File: src/rtl/scroll_display_ctrl_if.sv
// Value handshake between a producer and the scrolling display controller.
// The producer offers in_data with in_valid; the controller answers with in_ready.
interface scroll_display_ctrl_if #(
    parameter int unsigned DATA_W = 16
);
    logic              in_valid;
    logic              in_ready;
    logic [DATA_W-1:0] in_data;

    modport master (output in_valid, output in_data, input in_ready);
    modport slave  (input in_valid, input in_data, output in_ready);
endinterface

File: src/rtl/scroll_display_ctrl.sv
// Signed value to multiplexed 7-segment display with sequential BCD conversion,
// horizontal scrolling over the digits, a sign position and leading-zero blanking.
module scroll_display_ctrl #(
    parameter int unsigned DATA_W      = 16,
    parameter int unsigned BCD_DIGITS  = 5,
    parameter int unsigned NUM_AN      = 4,
    parameter int unsigned REFRESH_DIV = 250000,
    parameter int unsigned BLANK_LZ    = 1
) (
    input  logic                  clk,
    input  logic                  rst,
    scroll_display_ctrl_if.slave  bus,
    input  logic                  scroll_left,
    input  logic                  scroll_right,
    input  logic                  clr,
    output logic                  busy,
    output logic [6:0]            segments,
    output logic [NUM_AN-1:0]     anode
);

    localparam int unsigned BCD_W   = 4 * BCD_DIGITS;
    localparam int unsigned CNT_W   = $clog2(DATA_W + 1);
    localparam int unsigned MAX_OFF = BCD_DIGITS - (NUM_AN - 1);
    localparam int unsigned OFF_W   = (MAX_OFF > 0) ? $clog2(MAX_OFF + 1) : 1;
    localparam int unsigned IDX_W   = $clog2(NUM_AN);
    localparam int unsigned REF_W   = (REFRESH_DIV > 1) ? $clog2(REFRESH_DIV) : 1;

    localparam logic [6:0] SEG_BLANK = 7'b1111111;
    localparam logic [6:0] SEG_MINUS = 7'b1111110;

    function automatic logic [127:0] pow10(input int unsigned n);
        logic [127:0] r;
        r = 128'd1;
        for (int unsigned i = 0; i < n; i++) r = r * 128'd10;
        return r;
    endfunction

    // The digit count must hold the largest magnitude, 2^(DATA_W-1).
    if (pow10(BCD_DIGITS) <= (128'd1 << (DATA_W - 1))) begin : g_bcd_too_small
        $error("scroll_display_ctrl: BCD_DIGITS too small for DATA_W");
    end
    if (NUM_AN < 2 || NUM_AN > BCD_DIGITS + 1) begin : g_bad_num_an
        $error("scroll_display_ctrl: NUM_AN out of range");
    end

    function automatic logic [6:0] seg_decode(input logic [3:0] d);
        case (d)
            4'd0:    return 7'b0000001;
            4'd1:    return 7'b1001111;
            4'd2:    return 7'b0010010;
            4'd3:    return 7'b0000110;
            4'd4:    return 7'b1001100;
            4'd5:    return 7'b0100100;
            4'd6:    return 7'b0100000;
            4'd7:    return 7'b0001111;
            4'd8:    return 7'b0000000;
            4'd9:    return 7'b0001100;
            default: return SEG_BLANK;
        endcase
    endfunction

    typedef enum logic [0:0] {ST_IDLE, ST_CONV} state_t;

    state_t            state;
    logic [CNT_W-1:0]  iter;
    logic [DATA_W-1:0] bin;
    logic [BCD_W-1:0]  bcd;
    logic              sign_pend;
    logic [BCD_W-1:0]  disp_bcd;
    logic              disp_neg;
    logic [OFF_W-1:0]  offset;
    logic [REF_W-1:0]  ref_cnt;
    logic [IDX_W-1:0]  scan_idx;
    logic              step_q;

    logic [DATA_W-1:0] mag_c;
    logic [BCD_W-1:0]  bcd_adj_c;
    logic [BCD_W-1:0]  bcd_nxt_c;
    logic [DATA_W-1:0] bin_nxt_c;
    logic [BCD_DIGITS-1:0] blank_c;
    logic [3:0]        digit_c;
    logic [6:0]        seg_c;

    // Two's-complement negation also maps the most negative value onto its unsigned magnitude.
    always_comb begin
        mag_c = bus.in_data;
        if (bus.in_data[DATA_W-1]) mag_c = ~bus.in_data + DATA_W'(1);
    end

    // One double-dabble iteration: correct nibbles >= 5, then shift the whole word left.
    always_comb begin
        bcd_adj_c = bcd;
        for (int i = 0; i < int'(BCD_DIGITS); i++) begin
            if (bcd[4*i +: 4] >= 4'd5) bcd_adj_c[4*i +: 4] = bcd[4*i +: 4] + 4'd3;
        end
        bcd_nxt_c = {bcd_adj_c[BCD_W-2:0], bin[DATA_W-1]};
        bin_nxt_c = {bin[DATA_W-2:0], 1'b0};
    end

    always_ff @(posedge clk or posedge rst) begin
        if (rst) begin
            state        <= ST_IDLE;
            busy         <= 1'b0;
            bus.in_ready <= 1'b1;
            iter         <= '0;
            bin          <= '0;
            bcd          <= '0;
            sign_pend    <= 1'b0;
            disp_bcd     <= '0;
            disp_neg     <= 1'b0;
        end else if (clr) begin
            state        <= ST_IDLE;
            busy         <= 1'b0;
            bus.in_ready <= 1'b1;
            iter         <= '0;
            disp_bcd     <= '0;
            disp_neg     <= 1'b0;
        end else begin
            case (state)
                ST_IDLE: begin
                    if (bus.in_valid && bus.in_ready) begin
                        state        <= ST_CONV;
                        busy         <= 1'b1;
                        bus.in_ready <= 1'b0;
                        iter         <= '0;
                        bin          <= mag_c;
                        bcd          <= '0;
                        sign_pend    <= bus.in_data[DATA_W-1];
                    end
                end
                ST_CONV: begin
                    bin  <= bin_nxt_c;
                    bcd  <= bcd_nxt_c;
                    iter <= iter + CNT_W'(1);
                    if (iter == CNT_W'(DATA_W - 1)) begin
                        state        <= ST_IDLE;
                        busy         <= 1'b0;
                        bus.in_ready <= 1'b1;
                        disp_bcd     <= bcd_nxt_c;
                        disp_neg     <= sign_pend && (bcd_nxt_c != '0);
                    end
                end
                default: state <= ST_IDLE;
            endcase
        end
    end

    // Scroll offset saturates at both ends; simultaneous pulses cancel.
    always_ff @(posedge clk or posedge rst) begin
        if (rst) begin
            offset <= '0;
        end else if (clr) begin
            offset <= '0;
        end else if (scroll_left && !scroll_right) begin
            if (offset < OFF_W'(MAX_OFF)) offset <= offset + OFF_W'(1);
        end else if (scroll_right && !scroll_left) begin
            if (offset != '0) offset <= offset - OFF_W'(1);
        end
    end

    always_ff @(posedge clk or posedge rst) begin
        if (rst) begin
            ref_cnt  <= '0;
            scan_idx <= '0;
            step_q   <= 1'b0;
        end else if (ref_cnt == REF_W'(REFRESH_DIV - 1)) begin
            ref_cnt  <= '0;
            scan_idx <= (scan_idx == IDX_W'(NUM_AN - 1)) ? '0 : scan_idx + IDX_W'(1);
            step_q   <= 1'b1;
        end else begin
            ref_cnt  <= ref_cnt + REF_W'(1);
            step_q   <= 1'b0;
        end
    end

    // A digit is blanked when it and every digit above it are zero; digit 0 always shows.
    always_comb begin
        logic seen;
        seen    = 1'b0;
        blank_c = '0;
        for (int i = int'(BCD_DIGITS) - 1; i >= 0; i--) begin
            if (disp_bcd[4*i +: 4] != 4'd0) seen = 1'b1;
            blank_c[i] = !seen && (i != 0) && (BLANK_LZ != 0);
        end
    end

    always_comb begin
        int di;
        logic blank;
        di      = int'(offset) + int'(scan_idx);
        digit_c = 4'd0;
        blank   = 1'b0;
        for (int i = 0; i < int'(BCD_DIGITS); i++) begin
            if (i == di) begin
                digit_c = disp_bcd[4*i +: 4];
                blank   = blank_c[i];
            end
        end
        if (scan_idx == IDX_W'(NUM_AN - 1)) seg_c = disp_neg ? SEG_MINUS : SEG_BLANK;
        else if (blank)                     seg_c = SEG_BLANK;
        else                                seg_c = seg_decode(digit_c);
    end

    always_ff @(posedge clk or posedge rst) begin
        if (rst) begin
            segments <= SEG_BLANK;
            anode    <= '1;
        end else if (step_q) begin
            segments <= seg_c;
            anode    <= ~(NUM_AN'(1) << scan_idx);
        end
    end

endmodule

File: src/flat_wrapper.sv
// flat-port wrapper written by rule: the top's interface ports become plain ports
module scroll_display_ctrl_flat 
#(
    parameter int unsigned DATA_W      = 16,
    parameter int unsigned BCD_DIGITS  = 5,
    parameter int unsigned NUM_AN      = 4,
    parameter int unsigned REFRESH_DIV = 250000,
    parameter int unsigned BLANK_LZ    = 1
)
  (clk, rst, scroll_left, scroll_right, clr, busy, segments, anode, bus_in_valid, bus_in_data, bus_in_ready);
  scroll_display_ctrl_if #(.DATA_W(DATA_W)) bus_i ();
  input  logic clk;
  input  logic rst;
  input  logic scroll_left;
  input  logic scroll_right;
  input  logic clr;
  output logic busy;
  output logic [6:0] segments;
  output logic [NUM_AN-1:0] anode;
  input wire logic [$bits(bus_i.in_valid)-1:0] bus_in_valid;
  input wire logic [$bits(bus_i.in_data)-1:0] bus_in_data;
  output wire logic [$bits(bus_i.in_ready)-1:0] bus_in_ready;
  assign bus_i.in_valid = bus_in_valid;
  assign bus_i.in_data = bus_in_data;
  assign bus_in_ready = bus_i.in_ready;
  scroll_display_ctrl #(.DATA_W(DATA_W), .BCD_DIGITS(BCD_DIGITS), .NUM_AN(NUM_AN), .REFRESH_DIV(REFRESH_DIV), .BLANK_LZ(BLANK_LZ)) u_core (.clk(clk), .rst(rst), .bus(bus_i), .scroll_left(scroll_left), .scroll_right(scroll_right), .clr(clr), .busy(busy), .segments(segments), .anode(anode));
endmodule
File: config.mk
export PLATFORM = sky130hd
export DESIGN_NAME = scroll_display_ctrl_flat
export DESIGN_NICKNAME = d
export VERILOG_FILES = /design/src/rtl/scroll_display_ctrl_if.sv /design/src/rtl/scroll_display_ctrl.sv /design/src/flat_wrapper.sv
export SDC_FILE = /design/constraint.sdc
export NUM_CORES = 1
export LEC_CHECK = 0
export CAP_MARGIN = 25
export CORE_ASPECT_RATIO = 1.1
export CORE_UTILIZATION = 50
export DETAILED_ROUTE_END_ITERATION = 10
export MAX_ROUTING_LAYER = met4
export PLACE_DENSITY = 0.74
export SETUP_SLACK_MARGIN = 0.1
export SYNTH_ARGS = -nofsm -noshare
export SYNTH_HDL_FRONTEND = slang
export SYNTH_SLANG_ARGS = --single-unit
export TNS_END_PERCENT = 50
File: constraint.sdc
create_clock -name clk -period 8.45 [get_ports clk]
set_input_delay 0.845 -clock clk [delete_from_list [all_inputs] [get_ports clk]]
set_output_delay 0.845 -clock clk [all_outputs]
set_load 0.02 [all_outputs]
Word-level counts from Yosys, hierarchy flattened

Memories as Yosys holds them, arrays and structs flattened.
Cells that the tools add are included.

Add/sub/neg operators: 12
Muxes and demuxes: 55
Equal/unequal tests: 11
Reduce and logical (&&, ||, !) cells: 26
Shifts and indexed selects: 1
Bitwise operators: 4
Multipliers: 0
Order comparisons: 6
Div/mod/pow operators: 0

Operators by type and width:

| operator                                                                            | count |
|---|---|
| 20-bit two-way mux                                                                  | 4 |
| 3-bit by 32-bit == test with 1-bit output, first input constant                     | 2 |
| 20-bit case mux with 2 select lines                                                 | 1 |
| 4-bit two-way mux                                                                   | 9 |
| 2-bit by 32-bit == test with 1-bit output, first input constant                     | 1 |
| 4-bit by 32-bit == test with 1-bit output, first input constant                     | 1 |
| 32-bit zero test                                                                    | 1 |
| 16-bit two-way mux                                                                  | 2 |
| 16-bit case mux with 2 select lines                                                 | 1 |
| 1-bit two-way mux                                                                   | 22 |
| 4-bit by 3-bit greater-or-equal comparator with 1-bit output, second input constant | 5 |
| 20-bit nonzero test                                                                 | 1 |
| 18-bit by 1-bit adder with 18-bit output, second input constant                     | 1 |
| 18-bit == test, second input constant                                               | 1 |
| 18-bit two-way mux                                                                  | 1 |
| 16-bit by 1-bit adder with 16-bit output, second input constant                     | 1 |
| 4-bit by 2-bit adder with 4-bit output, second input constant                       | 4 |
| 16-bit NOT                                                                          | 1 |
| 4-bit nonzero test                                                                  | 4 |
| 7-bit two-way mux                                                                   | 2 |
| 2-bit two-way mux                                                                   | 6 |
| 5-bit two-way mux                                                                   | 2 |
| 5-bit case mux with 2 select lines                                                  | 1 |
| 1-bit zero test                                                                     | 6 |
| 21 further kinds                                                                    | 35 |

Register bits: 100
Output and inout bits: 13
Logic and storage cells: 131
Bits in latches: 0
Bits in writable memories: 0
Memories kept: 1
ROM bits: 112

Memories:

| name             | depth | bits a word | read ports | clocked after memory_dff | wr ports | RTL line                  | RTL |
|---|---|---|---|---|---|---|---|
| (name not given) | 16    | 7           | 1          | 0                        | 0        | scroll_display_ctrl.sv:47 | `case (d)` |

Depth between registers and ports, before layout

Word-level depth: 12
Gate-level depth with buffers: 13
Gate-level depth less buffers: 12

Least setup slack after synthesis

OpenSTA, ideal clock, no wires.

Path kind: register to register
From: register u_core.scan_idx[0]
To: register u_core.segments[0]
Cell stages (with the launch flop): 10
Path buffers: 0
Slack: 5,478 ps
Arrival time: 2,892 ps
Data required time: 8,370 ps
Setup time: 80 ps
Period minus slack after synthesis: 2,972 ps
Cell sequence: dfrtp_1 ha_1 inv_1 fa_1 nor3b_2 a221oi_2 inv_1 ha_1 or4b_1 a32o_1

Cells in the longest elaborated chain, start to end: 10

RTL lines:

| what                                   | RTL line                   | RTL |
|---|---|---|
| from (decl)                            | scroll_display_ctrl.sv:73  | `logic [IDX_W-1:0] scan_idx;` |
| from (signal assigned)                 | scroll_display_ctrl.sv:168 | `scan_idx <= (scan_idx == IDX_W'(NUM_AN - 1)) ? '0 : scan_idx + IDX_W'(1);` |
| 2-bit by 2-bit adder with 3-bit output | scroll_display_ctrl.sv:190 | `di = int'(offset) + int'(scan_idx);` |
| 32-bit zero test                       | scroll_display_ctrl.sv:194 | `if (i == di) begin` |
| 4-bit two-way mux (5 in series)        | scroll_display_ctrl.sv:194 |  |
| memory 16 x 7 bit                      | n/a                        |  |
| 7-bit two-way mux                      | scroll_display_ctrl.sv:200 | `else if (blank) seg_c = SEG_BLANK;` |
| 7-bit two-way mux (*)                  | scroll_display_ctrl.sv:199 | `if (scan_idx == IDX_W'(NUM_AN - 1)) seg_c = disp_neg ? SEG_MINUS : SEG_BLANK;` |
| to (signal assigned)                   | scroll_display_ctrl.sv:209 | `segments <= seg_c;` |
| to (decl)                              | scroll_display_ctrl.sv:17  | `output logic [6:0] segments,` |

Every way passes the cells marked *; elsewhere a longest branch is shown, timed or not.
A chain may end at the register's enable or synchronous reset.

Worst setup path in the final report

Ends and elaborated chain as after synthesis.

==> impl_results.html <==
<table>
<tr><th>Metric</th><th>Value</th></tr>
<tr><th colspan="2">Yosys</th></tr>
<tr><td>Gate count of the mapped netlist</td><td>591</td></tr>
<tr><td>Fraction of the yosys area taken by sequential cells</td><td>45.6%</td></tr>
<tr><td>#FFs+latches synth</td><td>100</td></tr>
<tr><td>Synthesized area per cell</td><td>9.34 um2</td></tr>
<tr><td>YS warnings</td><td>0</td></tr>
<tr><td>Number of distinct library cells after synthesis</td><td>55</td></tr>
<tr><td>Summed instance area of the synthesized netlist</td><td>5520 um2</td></tr>
<tr><td>Syn Nets</td><td>639</td></tr>
<tr><td>Top FF cell, synth</td><td>dfrtp_1</td></tr>
<tr><td>Count of flip-flops with a built-in enable after synthesis</td><td>0</td></tr>
<tr><td>Async set-or-reset flop fraction in the synthesized netlist</td><td>100%</td></tr>
<tr><th colspan="2">Placed design</th></tr>
<tr><td>Sum of net half-perimeters after detailed placement</td><td>8130 um</td></tr>
<tr><td>Number of port buffers</td><td>34</td></tr>
<tr><td>GP Congestion</td><td>0.890</td></tr>
<tr><td>Minimum setup slack after placement</td><td>5.20 ns</td></tr>
<tr><td>Cell total after placement</td><td>747</td></tr>
<tr><th colspan="2">Die</th></tr>
<tr><td>Die outline width</td><td>102 um</td></tr>
<tr><td># IOs</td><td>35</td></tr>
<tr><td>Cell Rows</td><td>39</td></tr>
<tr><td>Die Outline Area</td><td>11500 um2</td></tr>
<tr><td>Floorplan die height</td><td>112 um</td></tr>
<tr><td>Placeable core region</td><td>10500 um2</td></tr>
<tr><td>Starting utilization of the core area</td><td>52.4%</td></tr>
<tr><th colspan="2">CTS</th></tr>
<tr><td>Setup Fix Bufs, Post-CTS</td><td>0</td></tr>
<tr><td>CTS tree</td><td>done</td></tr>
<tr><td>Clock net sink count</td><td>100</td></tr>
<tr><td>Number of buffers on the longest clock path</td><td>2</td></tr>
<tr><td>Total CTS buffers</td><td>9</td></tr>
<tr><td>Clock root cell</td><td>clkbuf_16</td></tr>
<tr><td>Total number of H-tree levels</td><td>3</td></tr>
<tr><td>CTS-repair resized insts</td><td>0</td></tr>
<tr><td>Clock latency reported for the late side of the worst-skew pair</td><td>0.34 ns</td></tr>
<tr><td>Clock transition at path regs</td><td>0.07 ns</td></tr>
<tr><td>Total of hold buffers inserted after clock tree synthesis</td><td>0</td></tr>
<tr><th colspan="2">Global route</th></tr>
<tr><td>Aggregate global-route resource usage</td><td>22.6%</td></tr>
<tr><td>Number of global-route vias before repair</td><td>4167</td></tr>
<tr><td>Pin count of the biggest net entering global routing</td><td>75</td></tr>
<tr><td>Congestion Overflow GR</td><td>0</td></tr>
<tr><td>Wire length of the first global-routing pass</td><td>19900 um</td></tr>
<tr><td>Number of antenna violations at the first check in global routing</td><td>0</td></tr>
<tr><th colspan="2">Detailed routing</th></tr>
<tr><td>Drt pass-1 iters</td><td>5</td></tr>
<tr><td>Average via count per standard cell</td><td>5.58</td></tr>
<tr><td>Total Wirelength</td><td>11500 um</td></tr>
<tr><td>Count of routing violations after the opening detailed-route iteration</td><td>227</td></tr>
<tr><td>Routed via count</td><td>4261</td></tr>
<tr><td>Number of nets with antenna violations after routing</td><td>0</td></tr>
<tr><td>Routed WL per cell</td><td>15.0 um</td></tr>
<tr><td>Total DRC errors in the routed layout</td><td>0</td></tr>
<tr><th colspan="2">Hold path</th></tr>
<tr><td>Hold depth</td><td>2</td></tr>
<tr><td>Worst min-delay path startpoint</td><td>u_core.bin[12]</td></tr>
<tr><td>HP Class</td><td>reg2reg</td></tr>
<tr><td>Hold Crit Endpoint</td><td>u_core.bin[12]</td></tr>
<tr><th colspan="2">Timing</th></tr>
<tr><td>Share of the cycle needed by the critical path after routing</td><td>38.7%</td></tr>
<tr><td>Number of endpoints failing setup at the final stage</td><td>0</td></tr>
<tr><td>Setup total negative slack</td><td>0 ns</td></tr>
<tr><td>Min Tclk post-route</td><td>3.27 ns</td></tr>
<tr><td>Slew at the pin closest to its max-slew limit</td><td>0.965 ns</td></tr>
<tr><td>Max transition margin</td><td>35.4%</td></tr>
<tr><td>Max Fclk</td><td>306 MHz</td></tr>
<tr><td>Worst Skew</td><td>0.00404 ns</td></tr>
<tr><td>RSZ-0062 raised after global routing</td><td>no</td></tr>
<tr><td>Final worst-path setup slack</td><td>5.18 ns</td></tr>
<tr><td>Final Hold Fails</td><td>0</td></tr>
<tr><td>Final Max Tran Viols</td><td>0</td></tr>
<tr><th colspan="2">Cells and area</th></tr>
<tr><td>Final antenna diode count</td><td>0</td></tr>
<tr><td>Final core utilization</td><td>59.1%</td></tr>
<tr><td>Number of standard cells in the final layout excluding fillers</td><td>763</td></tr>
<tr><td>Commonest non-fill, non-tap cell in the layout</td><td>dfrtp_1</td></tr>
<tr><td>Layout-stage area growth over the synthesis result</td><td>12.9%</td></tr>
<tr><td>Commonest non-fill, non-tap cells in the layout</td><td>dfrtp_1 (88), nand2_1 (79), o21ai_0 (62), nor2_1 (45), a21oi_1 (36)</td></tr>
<tr><td>Net count, final</td><td>663</td></tr>
<tr><td>Fraction of layout cells with a size suffix above 1</td><td>8.23%</td></tr>
<tr><th colspan="2">Power</th></tr>
<tr><td>Total power</td><td>1.01 mW</td></tr>
<tr><td>Leakage power</td><td>2.70 nW</td></tr>
<tr><td>Total power per unit cell area</td><td>162 nW/um2</td></tr>
<tr><td>Highest ir drop seen on vdd</td><td>88.0 uV</td></tr>
<tr><th colspan="2">Worst setup path</th></tr>
<tr><td>Reg2Reg Setup Slack</td><td>5.18 ns</td></tr>
<tr><td>Critical path class</td><td>reg2reg</td></tr>
<tr><td>Peak fanout along the critical path</td><td>8</td></tr>
<tr><td>Nature of the critical path startpoint</td><td>flop</td></tr>
<tr><td>Count of cells along the worst register-to-register path</td><td>9</td></tr>
<tr><td>Critical path capture point type</td><td>flop</td></tr>
<tr><td>WP data arrival</td><td>3.54 ns</td></tr>
<tr><td>Source of the worst register-to-register timing path</td><td>u_core.scan_idx[0]</td></tr>
<tr><td>Crit path required time</td><td>8.72 ns</td></tr>
<tr><td>Endpoint of the most critical register-to-register path</td><td>u_core.segments[0]</td></tr>
<tr><th colspan="2">Outcome</th></tr>
<tr><td>Status</td><td>complete, no violations</td></tr>
<tr><th colspan="2">Job</th></tr>
<tr><td>Number of max-cap violations</td><td>0</td></tr>
</table>
-- metrics by stage --
stage          instance area, um2  hold WS [ns]
4_1_cts                      6230         0.487
2_1_floorplan                5520         0.444
5_1_grt                      6230         0.503
3_5_place_dp                 5960         0.472
3_3_place_gp                 5960         0.462
6_report                     6230         0.485
-- area by class of cell --
| class | instances | area, um2 |
|---|---|---|
| fillers | 911 | 4310 |
| inverters | 25 | 96.3 |
| well taps | 143 | 179 |
| repair buffers | 37 | 363 |
| clock inverters | 4 | 25.0 |
| clock buffers | 12 | 246 |
| flip-flops and latches | 100 | 2520 |
| multi-input cells | 442 | 2810 |
-- how the worst max path moves through the flow --
stage,startpoint,slack (ns),depth (start not counted),endpoint
after global placement,u_core.scan_idx[0],5.32,9,u_core.segments[0]
after floorplan,rst,5.01,1,u_core.bcd[0]
after detailed placement,u_core.scan_idx[0],5.20,9,u_core.segments[0]
after CTS,u_core.scan_idx[0],5.16,9,u_core.segments[0]
final,u_core.scan_idx[0],5.18,9,u_core.segments[0]
after global routing,u_core.scan_idx[0],4.97,9,u_core.segments[0]
-- logic make-up after synthesis --
logic type                 count (synthesis)  synth area share, %
DFF                                      100                 45.6
buffers and inverters                     49                 3.54
muxes                                     22                 4.19
AOI/OAI and AO/OA                        148                 16.5
adders and majority gates                 26                 6.03
and+or+nand+nor                          212                 18.7
xor gates and xnor gates                  34                 5.40
-- cells in the mapped netlist (11+ instances only) --
cell type	number	area, um2
dfrtp_1	88	2200
nand2_1	79	297
o21ai_0	62	310
nor2_1	45	169
a21oi_1	36	180
ha_1	25	313
inv_1	25	93.8
xnor2_1	19	166
clkbuf_1	18	67.6
xor2_1	15	131
mux2i_1	13	130
nand3_1	13	65.1
dfstp_2	12	315
nand2b_1	11	68.8
nor3_1	11	55.1
-- critical path: stages (launching register included) --
cell and delay, ns:
dfrtp_1 0.42, ha_1 0.17, inv_1 0.05, fa_1 0.60, nor3b_2 0.25, a221oi_2 0.53, inv_1 0.16, ha_1 0.22
or4b_1 0.52, a32o_1 0.27
-- layer usage --
metal / global-route usage (%) / up-vias / share of wire (%)
li1: - / 2111 / -
met1: 30.3 / 2051 / 46
met2: 35.0 / 81 / 49
met3: 2.49 / 18 / 3.0
met4: 9.14 / 0 / 2.0
met5: - / - / 0
-- sequential cells by signal, summed over array words and instances (netlist names) --
signal	cells
u_core.anode	4
u_core.bcd	20
u_core.bin	16
u_core.bus.in_ready	1
u_core.busy	1
u_core.disp_bcd	20
u_core.disp_neg	1
u_core.iter	5
u_core.offset	2
u_core.ref_cnt	18
u_core.scan_idx	2
u_core.segments	7
u_core.sign_pend	1
u_core.state	1
u_core.step_q	1
-- report_power, final --
part | leakage (nW) | internal [mW] | switching [mW] | total, mW
registers | 1.31 | 0.502 | 0.0157 | 0.518
clock network | 0.129 | 0.207 | 0.174 | 0.381
logic | 1.26 | 0.0444 | 0.0628 | 0.107
Note: power is estimated with default switching activity, not from simulation.
